File: config.mk
export PLATFORM = sky130hd
export DESIGN_NAME = ch_sample_scheduler
export DESIGN_NICKNAME = d
export VERILOG_FILES = /design/src/rtl/sched_pkg.sv /design/src/rtl/rr_arb2.sv /design/src/rtl/ch_sample_scheduler.sv
export SDC_FILE = /design/constraint.sdc
export NUM_CORES = 1
export LEC_CHECK = 0
export ABC_AREA = 0
export CELL_PAD_IN_SITES_DETAIL_PLACEMENT = 0
export CELL_PAD_IN_SITES_GLOBAL_PLACEMENT = 1
export CORE_MARGIN = 8
export CORE_UTILIZATION = 29
export CTS_CLUSTER_SIZE = 10
export DETAILED_ROUTE_END_ITERATION = 8
export GPL_TIMING_DRIVEN = 0
export PLACE_DENSITY_LB_ADDON = 0.1
export SYNTH_ARGS = -nofsm -noshare
export SYNTH_HDL_FRONTEND = slang
export SYNTH_SLANG_ARGS = --single-unit
File: constraint.sdc
create_clock -name clk -period 1.25 [get_ports clk]
set_input_delay 0.125 -clock clk [delete_from_list [all_inputs] [get_ports clk]]
set_output_delay 0.125 -clock clk [all_outputs]
set_load 0.1 [all_outputs]
File: src/rtl/sched_pkg.sv
`default_nettype none
// +------------------------------------------------------------------------+
// | sched_pkg : shared types and default sizes for ch_sample_scheduler     |
// | Rev 1.0                                                                |
// +------------------------------------------------------------------------+
package sched_pkg;

    localparam int DEF_ADDR_W  = 10;
    localparam int DEF_DATA_W  = 32;
    localparam int DEF_ROM_LAT = 2;

    typedef enum logic [1:0] {
        IDLE  = 2'd0,
        RUN   = 2'd1,
        DRAIN = 2'd2
    } sched_state_t;

    typedef enum logic {
        CH0 = 1'b0,
        CH1 = 1'b1
    } ch_tag_t;

endpackage
`default_nettype wire

File: src/rtl/rr_arb2.sv
`default_nettype none
// +------------------------------------------------------------------------+
// | rr_arb2 : two-way round-robin arbiter, pointer advances on each grant  |
// | Rev 1.0                                                                |
// +------------------------------------------------------------------------+
module rr_arb2
    import sched_pkg::*;
(
    input  logic       clk,
    input  logic       rst_n,
    input  logic       en,
    input  logic [1:0] req,
    output logic [1:0] gnt
);

    ch_tag_t r_last;

    always_comb begin
        gnt = 2'b00;
        if (en) begin
            if (req == 2'b11) begin
                gnt = (r_last == CH1) ? 2'b01 : 2'b10;
            end else begin
                gnt = req;
            end
        end
    end

    // Reset to "ch1 last granted" so ch0 takes the first tie.
    always_ff @(posedge clk or negedge rst_n) begin
        if (!rst_n) begin
            r_last <= CH1;
        end else if (gnt[0]) begin
            r_last <= CH0;
        end else if (gnt[1]) begin
            r_last <= CH1;
        end
    end

endmodule
`default_nettype wire

File: src/rtl/ch_sample_scheduler.sv
`default_nettype none
// +------------------------------------------------------------------------+
// | ch_sample_scheduler : shares one sine ROM between two sample channels  |
// | Optional grant counters when SCHED_STATS_EN is defined.   Rev 1.0      |
// +------------------------------------------------------------------------+
module ch_sample_scheduler
    import sched_pkg::*;
#(
    parameter int ADDR_W  = DEF_ADDR_W,
    parameter int DATA_W  = DEF_DATA_W,
    parameter int ROM_LAT = DEF_ROM_LAT
) (
    input  logic              clk,
    input  logic              rst_n,
    input  logic              run,
    input  logic              ch0_req,
    input  logic              ch1_req,
    input  logic [ADDR_W-1:0] ch0_addr,
    input  logic [ADDR_W-1:0] ch1_addr,
    output logic              ch0_gnt,
    output logic              ch1_gnt,
    output logic              rom_en,
    output logic [ADDR_W-1:0] rom_addr,
    input  logic [DATA_W-1:0] rom_data,
    output logic              ch0_valid,
    output logic              ch1_valid,
    output logic [DATA_W-1:0] ch0_data,
    output logic [DATA_W-1:0] ch1_data,
    output logic              busy
`ifdef SCHED_STATS_EN
    ,
    output logic [31:0]       ch0_cnt,
    output logic [31:0]       ch1_cnt
`endif
);

    sched_state_t        r_state;
    sched_state_t        w_state_nxt;
    logic                w_issue_en;
    logic [1:0]          w_gnt;
    logic                w_pipe_busy;
    logic [ROM_LAT-1:0]  r_pipe_vld;
    ch_tag_t             r_pipe_tag [ROM_LAT];
    logic                r_ch0_valid;
    logic                r_ch1_valid;
    logic [DATA_W-1:0]   r_ch0_data;
    logic [DATA_W-1:0]   r_ch1_data;

    assign w_pipe_busy = |r_pipe_vld;

    always_ff @(posedge clk or negedge rst_n) begin
        if (!rst_n) begin
            r_state <= IDLE;
        end else begin
            r_state <= w_state_nxt;
        end
    end

    always_comb begin
        w_state_nxt = r_state;
        case (r_state)
            IDLE:    if (run) w_state_nxt = RUN;
            RUN:     if (!run) w_state_nxt = DRAIN;
            DRAIN: begin
                if (run) begin
                    w_state_nxt = RUN;
                end else if (!w_pipe_busy) begin
                    w_state_nxt = IDLE;
                end
            end
            default: w_state_nxt = IDLE;
        endcase
    end

    always_comb begin
        w_issue_en = (r_state == RUN);
        busy       = (r_state != IDLE) || w_pipe_busy;
    end

    rr_arb2 u_arb (
        .clk   (clk),
        .rst_n (rst_n),
        .en    (w_issue_en),
        .req   ({ch1_req, ch0_req}),
        .gnt   (w_gnt)
    );

    assign ch0_gnt  = w_gnt[0];
    assign ch1_gnt  = w_gnt[1];
    assign rom_en   = |w_gnt;
    assign rom_addr = w_gnt[1] ? ch1_addr : (w_gnt[0] ? ch0_addr : '0);

    // Tag/valid pair reaches the last stage exactly when rom_data is valid.
    always_ff @(posedge clk or negedge rst_n) begin
        if (!rst_n) begin
            r_pipe_vld  <= '0;
            for (int i = 0; i < ROM_LAT; i++) begin
                r_pipe_tag[i] <= CH0;
            end
            r_ch0_valid <= 1'b0;
            r_ch1_valid <= 1'b0;
            r_ch0_data  <= '0;
            r_ch1_data  <= '0;
        end else begin
            r_pipe_vld[0] <= rom_en;
            r_pipe_tag[0] <= w_gnt[1] ? CH1 : CH0;
            for (int i = 1; i < ROM_LAT; i++) begin
                r_pipe_vld[i] <= r_pipe_vld[i-1];
                r_pipe_tag[i] <= r_pipe_tag[i-1];
            end
            r_ch0_valid <= r_pipe_vld[ROM_LAT-1] && (r_pipe_tag[ROM_LAT-1] == CH0);
            r_ch1_valid <= r_pipe_vld[ROM_LAT-1] && (r_pipe_tag[ROM_LAT-1] == CH1);
            if (r_pipe_vld[ROM_LAT-1] && (r_pipe_tag[ROM_LAT-1] == CH0)) begin
                r_ch0_data <= rom_data;
            end
            if (r_pipe_vld[ROM_LAT-1] && (r_pipe_tag[ROM_LAT-1] == CH1)) begin
                r_ch1_data <= rom_data;
            end
        end
    end

    assign ch0_valid = r_ch0_valid;
    assign ch1_valid = r_ch1_valid;
    assign ch0_data  = r_ch0_data;
    assign ch1_data  = r_ch1_data;

`ifdef SCHED_STATS_EN
    logic [31:0] r_ch0_cnt;
    logic [31:0] r_ch1_cnt;

    always_ff @(posedge clk or negedge rst_n) begin
        if (!rst_n) begin
            r_ch0_cnt <= 32'd0;
            r_ch1_cnt <= 32'd0;
        end else begin
            if (w_gnt[0]) r_ch0_cnt <= r_ch0_cnt + 32'd1;
            if (w_gnt[1]) r_ch1_cnt <= r_ch1_cnt + 32'd1;
        end
    end

    assign ch0_cnt = r_ch0_cnt;
    assign ch1_cnt = r_ch1_cnt;
`endif

endmodule
`default_nettype wire
# After elaboration in Yosys (flattened, before gate mapping)

Cells that the tools add are included.

Output and inout port bits: 80
Flip-flop bits (word level): 73
Bits in read-only memories: 0
Bits in latches: 0
Memories kept: 0
Memory bits (writable): 0

Muxes and demuxes: 13
Bitwise operators: 1
Div/mod/pow operators: 0
Equal/unequal tests: 6
Magnitude comparators: 0
Shift-type cells: 0
Reduce and logical (&&, ||, !) cells: 9
$add $sub $neg: 0
Multipliers: 0

Operators by type and width:

| cell                 | number |
|---|---|
| $mux W10             | 2 |
| $mux W2              | 7 |
| $pmux W2 S3          | 1 |
| $eq A2 B2 Y1 const B | 2 |
| $ne A2 B2 Y1 const B | 2 |
| $reduce_bool A2 Y1   | 2 |
| $reduce_or A2 Y1     | 2 |
| $mux W1              | 3 |
| $ne A3 B3 Y1 const B | 1 |
| $reduce_and A3 Y1    | 1 |
| $eq A2 B1 Y1 const B | 1 |
| $logic_and A1 B1 Y1  | 2 |
| $logic_not A2 Y1     | 1 |
| $logic_or A1 B1 Y1   | 1 |
| $not A1 Y1           | 1 |

# Longest topological paths before layout

Gate-level depths: netlist of the first run.

Depth in word-level cells: 5
Mapped depth: 4

# Modules after synthesis

A second synthesis of the first run with hierarchy kept.

Cells, all modules: 177
Area total of the unflattened synthesis: 2,976.6 um^2

By module, submodules not included:

| module              | sequential area each (um^2) | cells an instance | area each (um^2) | times used |
|---|---|---|---|---|
| ch_sample_scheduler | 1,801.7                     | 169               | 2,914.0          | 1 |
| rr_arb2             | 26.3                        | 8                 | 62.6             | 1 |

# Worst setup path after synthesis of the first run

Ideal clock, no wire load.

Path kind: reg2reg
From: register r_state[1]
To: register r_pipe_vld[0]
Path slack: -855 ps
Cell stages (with the launch flop): 3
Arrival time: 1,838 ps
Clock period less this slack: 2,105 ps
Library setup time: 267 ps
Cells stage by stage: dfrtp_1 nand2b_1 nor2_1

Cells in the longest elaborated chain, start to end: 3

Ends and longest elaborated chain:

| what                           | line                       | text |
|---|---|---|
| start: declaration             | ch_sample_scheduler.sv:37  | `sched_state_t r_state;` |
| start signal: assignment       | ch_sample_scheduler.sv:55  | `r_state <= w_state_nxt;` |
| $eq A2 B1 Y1                   | ch_sample_scheduler.sv:76  | `w_issue_en = (r_state == RUN);` |
| $mux W2                        | rr_arb2.sv:20              | `if (en) begin` |
| $reduce_or A2 Y1               | ch_sample_scheduler.sv:90  | `assign rom_en = \|w_gnt;` |
| named net rom_en               | ch_sample_scheduler.sv:22  | `output logic rom_en,` |
| end signal: assignment         | ch_sample_scheduler.sv:105 | `r_pipe_vld[0] <= rom_en;` |
| end signal: indexed assignment | ch_sample_scheduler.sv:108 | `r_pipe_vld[i] <= r_pipe_vld[i-1];` |
| end: declaration               | ch_sample_scheduler.sv:42  | `logic [ROM_LAT-1:0] r_pipe_vld;` |

The timed path passes the listed nets, and every way through them passes these cells.
A chain may end at the register's enable or synchronous reset.

# Worst setup path after layout of the first run

From: register u_arb.r_last
To: output rom_addr[6]

Cells in the longest elaborated chain, start to end: 5

Ends and longest elaborated chain:

| what                     | line                      | text |
|---|---|---|
| start: declaration       | rr_arb2.sv:16             | `ch_tag_t r_last;` |
| start signal: assignment | rr_arb2.sv:32             | `r_last <= CH1;` |
| start signal: assignment | rr_arb2.sv:34             | `r_last <= CH0;` |
| start signal: assignment | rr_arb2.sv:36             | `r_last <= CH1;` |
| $mux W2 (*)              | rr_arb2.sv:22             | `gnt = (r_last == CH1) ? 2'b01 : 2'b10;` |
| $mux W2 (*)              | rr_arb2.sv:21             | `if (req == 2'b11) begin` |
| $mux W2 (*)              | rr_arb2.sv:20             |  |
| $mux W10                 | ch_sample_scheduler.sv:91 | `assign rom_addr = w_gnt[1] ? ch1_addr : (w_gnt[0] ? ch0_addr : '0);` |
| $mux W10 (*)             | ch_sample_scheduler.sv:91 |  |
| end: declaration         | ch_sample_scheduler.sv:23 | `output logic [ADDR_W-1:0] rom_addr,` |

Every way passes the cells marked *; elsewhere a longest branch is shown, timed or not.

==> impl_metrics.yaml, run 1 <==
worst_setup_path:
  endpoint_kind: "output port"
  worstSetupPathType: "flop to output port"
  crit_arrival_ps: 1640
  r2r-end: "ch0_data[1]$_DFFE_PN0P_"
  reg2reg_from: "r_pipe_vld[1]$_DFF_PN0_"
  required_ps: 1120
  slowest_stage: "dfstp_2"
  cp_common_cell: "buf_12"
  critPathLaunch: "u_arb.r_last$_DFFE_PN1P_"
  crit_path_max_fanout: 10
  r2r_cells: 5
  max_stage_delay_ps: 570
  path_cells: "inv_1 > a21oi_2 > buf_12 > a22o_4 > buf_12"
  start_kind: "flop"
  reg2reg_setup_slack_ps: -90
clocking:
  cts-htree-levels: 3
  cts_sinks: 73
  clk_path_buf_depth: 2
  cts-root-buf: "clkbuf_8"
  path_clk_slew_ps: 90
  clock_latency_ps: 350
  numCtsBuffers: 9
  cts_tree: "yes"
logic_synthesis:
  ys_seq_area_share_pct: 61.6
  syn_nets: 232
  ys_ff_latch: 73
  syn_avg_cell_area_um2: 17.0
  syn_inst: 175
  ys_types: 19
  ys_warn_count: 0
  syn-cell-area_um2: 2970
finish:
  final_area_um2: 5460
  final_nets: 405
  layout_common_cells: "buf_4 (71), mux2_4 (64), clkdlybuf4s50_1 (55), dfrtp_1 (36), dfrtp_2 (36)"
  areaGrowthSynthToFinish_pct: 83.9
  layout_commonest_cell: "buf_4"
  diodes: 0
  fill_cells: 862
  fin_util_pct: 53.8
  drive_gt1_share_pct: 70.5
place:
  gp_congestion: 0.676
  hpwl_um: 5720
  numPortBuffers: 136
  place_area_um2: 4690
detailed_routing:
  routed_via_density: 4.34
  dr.pass1.iters: 4
  num_vias: 2122
  antenna_left: 0
  drc: 0
  routed_wl_um: 8850
  drtIter0Drc: 101
  wl_per_cell_um: 18.1
job:
  cap_violations: 0
power_and_ir_drop:
  power_density_nw_per_um2: 2510
  ir_worst_vdd_v: 0.00136
  p_total_uw: 13700
  power.leakage_uw: 0.00263
floorplan:
  die-area_um2: 13700
  die_x_um: 117
  die_h_um: 117
  ioPinCount: 137
  rows: 37
  initial_utilization_pct: 29.3
  coreArea_um2: 10100
global_routing:
  antenna_found_initial: 0
  first_global_vias: 2345
  grt_max_degree: 70
  grtUsageTotal_pct: 13.0
  grt_pass1_wl_um: 13400
  grt_overflow: 0
timing:
  fmax_mhz: 566
  worst_slack_ps: -516
  hold_violations: 0
  fin_crit_ps: 1770
  setup_violations: 53
  worst_slew_pin_slew_ps: 362
  slew-limit-headroom_pct: 75.9
  fin_skew_ps: 9.40
  grt_setup_unrepaired: "true"
  period_share_pct: 141
  slew_viol_final: 0
min_path:
  hp-class: "primary input to async pin"
run_status:
  violations: "negative setup slack"
  status: "finished, violations left"
==> cells in the mapped netlist <==
library cell	count	share of area, %
a21oi_1	3	0.51
o211ai_1	1	0.25
nor2_1	2	0.25
dfrtp_1	72	61
a21boi_0	1	0.25
o21ai_0	1	0.17
buf_4	2	0.51
nand2_1	1	0.13
mux2_4	29	15
buf_12	3	2.0
a22o_1	10	2.9
dfstp_2	1	0.89
inv_1	4	0.51
nand2b_1	2	0.42
nand2_2	1	0.21
buf_6	4	1.5
nand3b_1	2	0.51
mux2_2	35	13
or4_2	1	0.30
==> per-stage QoR <==
stage          setup slack [ps]  hold slack (ps)  setup TNS, ps  cells
2_1_floorplan              -193             -171          -1890    175
3_3_place_gp              -2920              339        -241120    447
3_5_place_dp              -1320            -54.4         -40390    448
4_1_cts                    -547              101         -22200    487
5_1_grt                    -627             88.6         -12150    489
6_report                   -516              115          -8640    489
==> worst max-delay path: cells and delay by family (launching register included) <==
kind                   cells  cell delay (ps)
AOI/OAI and AO/OA          2              340
buffers and inverters      3              400
DFF                        1              570
==> repair_timing <==
action / CTS / global route
resized for setup: 573 / 17
gates cloned: 5 / 1
pin swaps: 0 / 2
hold buffers: 1 / 0
hold endpoints to repair: 72 / 0
setup endpoints to repair: 132 / 82
buffers inserted: 17 / 9
==> worst max path at each step <==
stage / endpoint / slack [ps] / cells after the start
floorplan: rom_addr[0] / -190 / 4
global placement: ch1_data[7]$_DFFE_PN0P_ / -2920 / 1
detailed placement: rom_addr[8] / -1320 / 6
CTS: rom_addr[8] / -550 / 5
global route: rom_addr[6] / -630 / 5
finish: rom_addr[6] / -520 / 5
==> registers in the layout (all words and copies together), names as in the netlist <==
| name | count |
|---|---|
| r_pipe_tag | 2 |
| ch1_data | 32 |
| r_pipe_vld | 2 |
| u_arb.r_last | 1 |
| ch0_valid | 1 |
| ch1_valid | 1 |
| ch0_data | 32 |
| r_state | 2 |
==> where the power goes <==
| part | internal [uW] | leakage (uW) | switching [uW] |
|---|---|---|---|
| Combinational | 2230 | 0.00170 | 5860 |
| Clock | 1150 | 0.000116 | 953 |
| Sequential | 3090 | 0.000824 | 397 |
| Total | 6480 | 0.00263 | 7210 |
==> layer usage <==
layer / share of wire, % / track usage, % / routed length [um]
met3: 11 / 6.46 / 939
met4: 0.69 / 2.82 / 61
met1: 43 / 16.2 / 3800
met2: 46 / 19.6 / 4050
met5: 0 / 0 / 0
==> final cells by class <==
class	instances	area, um^2	area share (%)
Tap cell	136	170	3.12
Buffer	7	130	2.38
Timing Repair Buffer	164	1780	32.6
Clock inverter	7	103	1.88
Inverter	4	15.0	0.275
Clock buffer	9	124	2.27
Sequential cell	73	1870	34.3
Multi-Input combinational cell	89	1260	23.1
==> cell families after synthesis <==
kind of cell           after synthesis  share of synthesized area, %
buffers and inverters               13                          4.55
AOI/OAI and AO/OA                   16                          4.13
and+or+nand+nor                      9                          1.81
muxes                               64                          27.9
DFF                                 73                          61.6
Power figures use the tool's default switching activity.
==> run 2: changes to the inputs <==
--- a/config.mk
+++ b/config.mk
@@ -7,9 +7,9 @@
 export LEC_CHECK = 0
 export ABC_AREA = 0
 export CELL_PAD_IN_SITES_DETAIL_PLACEMENT = 0
-export CELL_PAD_IN_SITES_GLOBAL_PLACEMENT = 1
+export CELL_PAD_IN_SITES_GLOBAL_PLACEMENT = 2
 export CORE_MARGIN = 8
-export CORE_UTILIZATION = 29
+export CORE_UTILIZATION = 24
 export CTS_CLUSTER_SIZE = 10
 export DETAILED_ROUTE_END_ITERATION = 8
 export GPL_TIMING_DRIVEN = 0
==> run 2 against run 1 <==
Net effect: the run still ends with negative setup slack left; fmax increased by 0.87%; final cell count increased by 6.7%; critical path depth unchanged; highest routed layer unchanged; utilization decreased by 7.5 points; global-route usage decreased by 1.5 points; critical endpoint is now rom_addr[8].
==> impl_metrics.yaml, run 2 (synthesized netlist as in run 1, its figures left out) <==
run_status:
  status: "finished, violations left"
  violations: "negative setup slack"
worst_setup_path:
  worst-path-buf-inv: 2
  critical_path.top_delay_family: "flip-flops"
  required_ps: 1120
  crit_path_max_fanout: 11
  path_depth: 5
  worstSetupPathType: "flop to output port"
  slowest_stage: "dfrtp_1"
  cp_common_cell: "buf_12"
  start_kind: "flop"
  crit_arrival_ps: 1630
  endpoint_kind: "output port"
  max_stage_delay_ps: 400
  path_cells: "nand3b_1 > a21oi_2 > buf_12 > a22o_4 > buf_12"
  r2r_cells: 7
power_and_ir_drop:
  ir_worst_vdd_v: 0.00128
  power_density_nw_per_um2: 2600
  power.leakage_uw: 0.00266
finish:
  layout_common_cells: "buf_4 (70), mux2_4 (59), clkdlybuf4s50_1 (55), dfrtp_2 (37), dfrtp_1 (35)"
  fin_util_pct: 46.3
  drive_gt1_share_pct: 70.9
  diodes: 0
  multi_input_area_um2: 1260
  final_area_um2: 5590
  regArea_um2: 1870
  final_nets: 406
  layout_commonest_cell: "buf_4"
  areaGrowthSynthToFinish_pct: 88.3
  fill_cells: 1100
floorplan:
  initial_utilization_pct: 24.6
  die-area_um2: 16200
  die_x_um: 127
  coreArea_um2: 12100
  ioPinCount: 137
  die_h_um: 127
  rows: 40
clocking:
  cts_tree: "yes"
  numCtsBuffers: 9
  clk_path_buf_depth: 2
  cts_sinks: 73
  path_clk_slew_ps: 60
  clock_latency_ps: 340
  cts-htree-levels: 3
  cts-root-buf: "clkbuf_16"
timing:
  slew_viol_final: 0
  period_share_pct: 140
  worst_slew_pin_slew_ps: 510
  setup_violations: 78
  grt_setup_unrepaired: "true"
  fin_crit_ps: 1750
  worst_slack_ps: -501
  hold_violations: 0
  fmax_mhz: 571
  slew-limit-headroom_pct: 66.0
  fin_skew_ps: 5.18
min_path:
  hp-class: "primary input to async pin"
detailed_routing:
  routed_via_density: 4.05
  num_vias: 2112
  dr.pass1.iters: 4
  drtIter0Drc: 68
  drc: 0
  routed_wl_um: 8900
  wl_per_cell_um: 17.0
  antenna_left: 0
global_routing:
  grt_overflow: 0
  grtUsageTotal_pct: 11.5
  grt_pass1_wl_um: 14300
  antenna_found_initial: 0
  first_global_vias: 2377
  grt_max_degree: 39
place:
  gp_congestion: 0.678
  place_area_um2: 4720
  hpwl_um: 6110
  numPortBuffers: 136
job:
  cap_violations: 0
==> run 2: through the flow <==
| stage | TNS (ps) | instances | hold WS [ps] | setup WS [ps] | total power, uW |
|---|---|---|---|---|---|
| global route | -19900 | 522 | 337 | -564 | 15100 |
| global placement | -254120 | 479 | 349 | -3080 | 11300 |
| floorplan | -1890 | 175 | -171 | -193 | 9380 |
| finish | -16110 | 522 | 302 | -501 | 14600 |
| detailed placement | -41490 | 480 | 137 | -1310 | 11300 |
| CTS | -16060 | 515 | 312 | -512 | 14700 |
==> run 2: report_power, final <==
group / leakage [uW] / internal, uW / switching (uW)
clock: 0.000167 / 2010 / 981
combinational: 0.00166 / 2210 / 5870
sequential: 0.000823 / 3100 / 388
==> run 2: worst paths after layout <==
kind	slack (ps)	from	to
max in group asynchronous	350	rst_n	ch1_data[28]$_DFFE_PN0P_
worst max-delay path	-500	r_state[1]$_DFFE_PN0P_	rom_addr[8]
worst max register to register	-240	r_pipe_vld[1]$_DFF_PN0_	ch0_data[4]$_DFFE_PN0P_
min in group clk	360	run	r_state[1]$_DFFE_PN0P_
worst min-delay path	300	rst_n	ch1_data[18]$_DFFE_PN0P_
worst min register to register	370	r_pipe_tag[1]$_DFF_PN0_	r_pipe_tag[0]$_DFF_PN0_
==> run 2: worst reg2reg max path, stage by stage (launching register included) <==
cell and delay (ps):
dfrtp_1 400, buf_6 130, buf_6 120, nand2b_4 70, buf_12 130, buf_12 120
buf_12 120, mux2_4 300
==> run 2: cell type report <==
class / instances / share of cell area, %
timing repair buffer: 163 / 30.7
clock buffer: 12 / 4.41
clock inverter: 4 / 1.77
sequential: 73 / 33.5
tap: 168 / 3.76
buffer: 9 / 3.04
multi-input combinational: 89 / 22.5
inverter: 4 / 0.269
==> run 2: repair_timing <==
| item | CTS | global route |
|---|---|---|
| cloned | 5 | 0 |
| setup buffers | 13 | 10 |
| pin swaps | 1 | 2 |
| gates resized for setup | 562 | 18 |
| hold endpoints to repair | 36 | 0 |
| setup endpoints to repair | 138 | 84 |
| hold buffers | 1 | 0 |
==> run 2: per-layer routing <==
layer	vias up	part of all wire [%]	global-route usage, %
li1	980	-	-
met1	1029	42	13.5
met2	92	45	16.8
met3	11	12	6.95
met4	0	1.4	4.41
met5	-	0	0
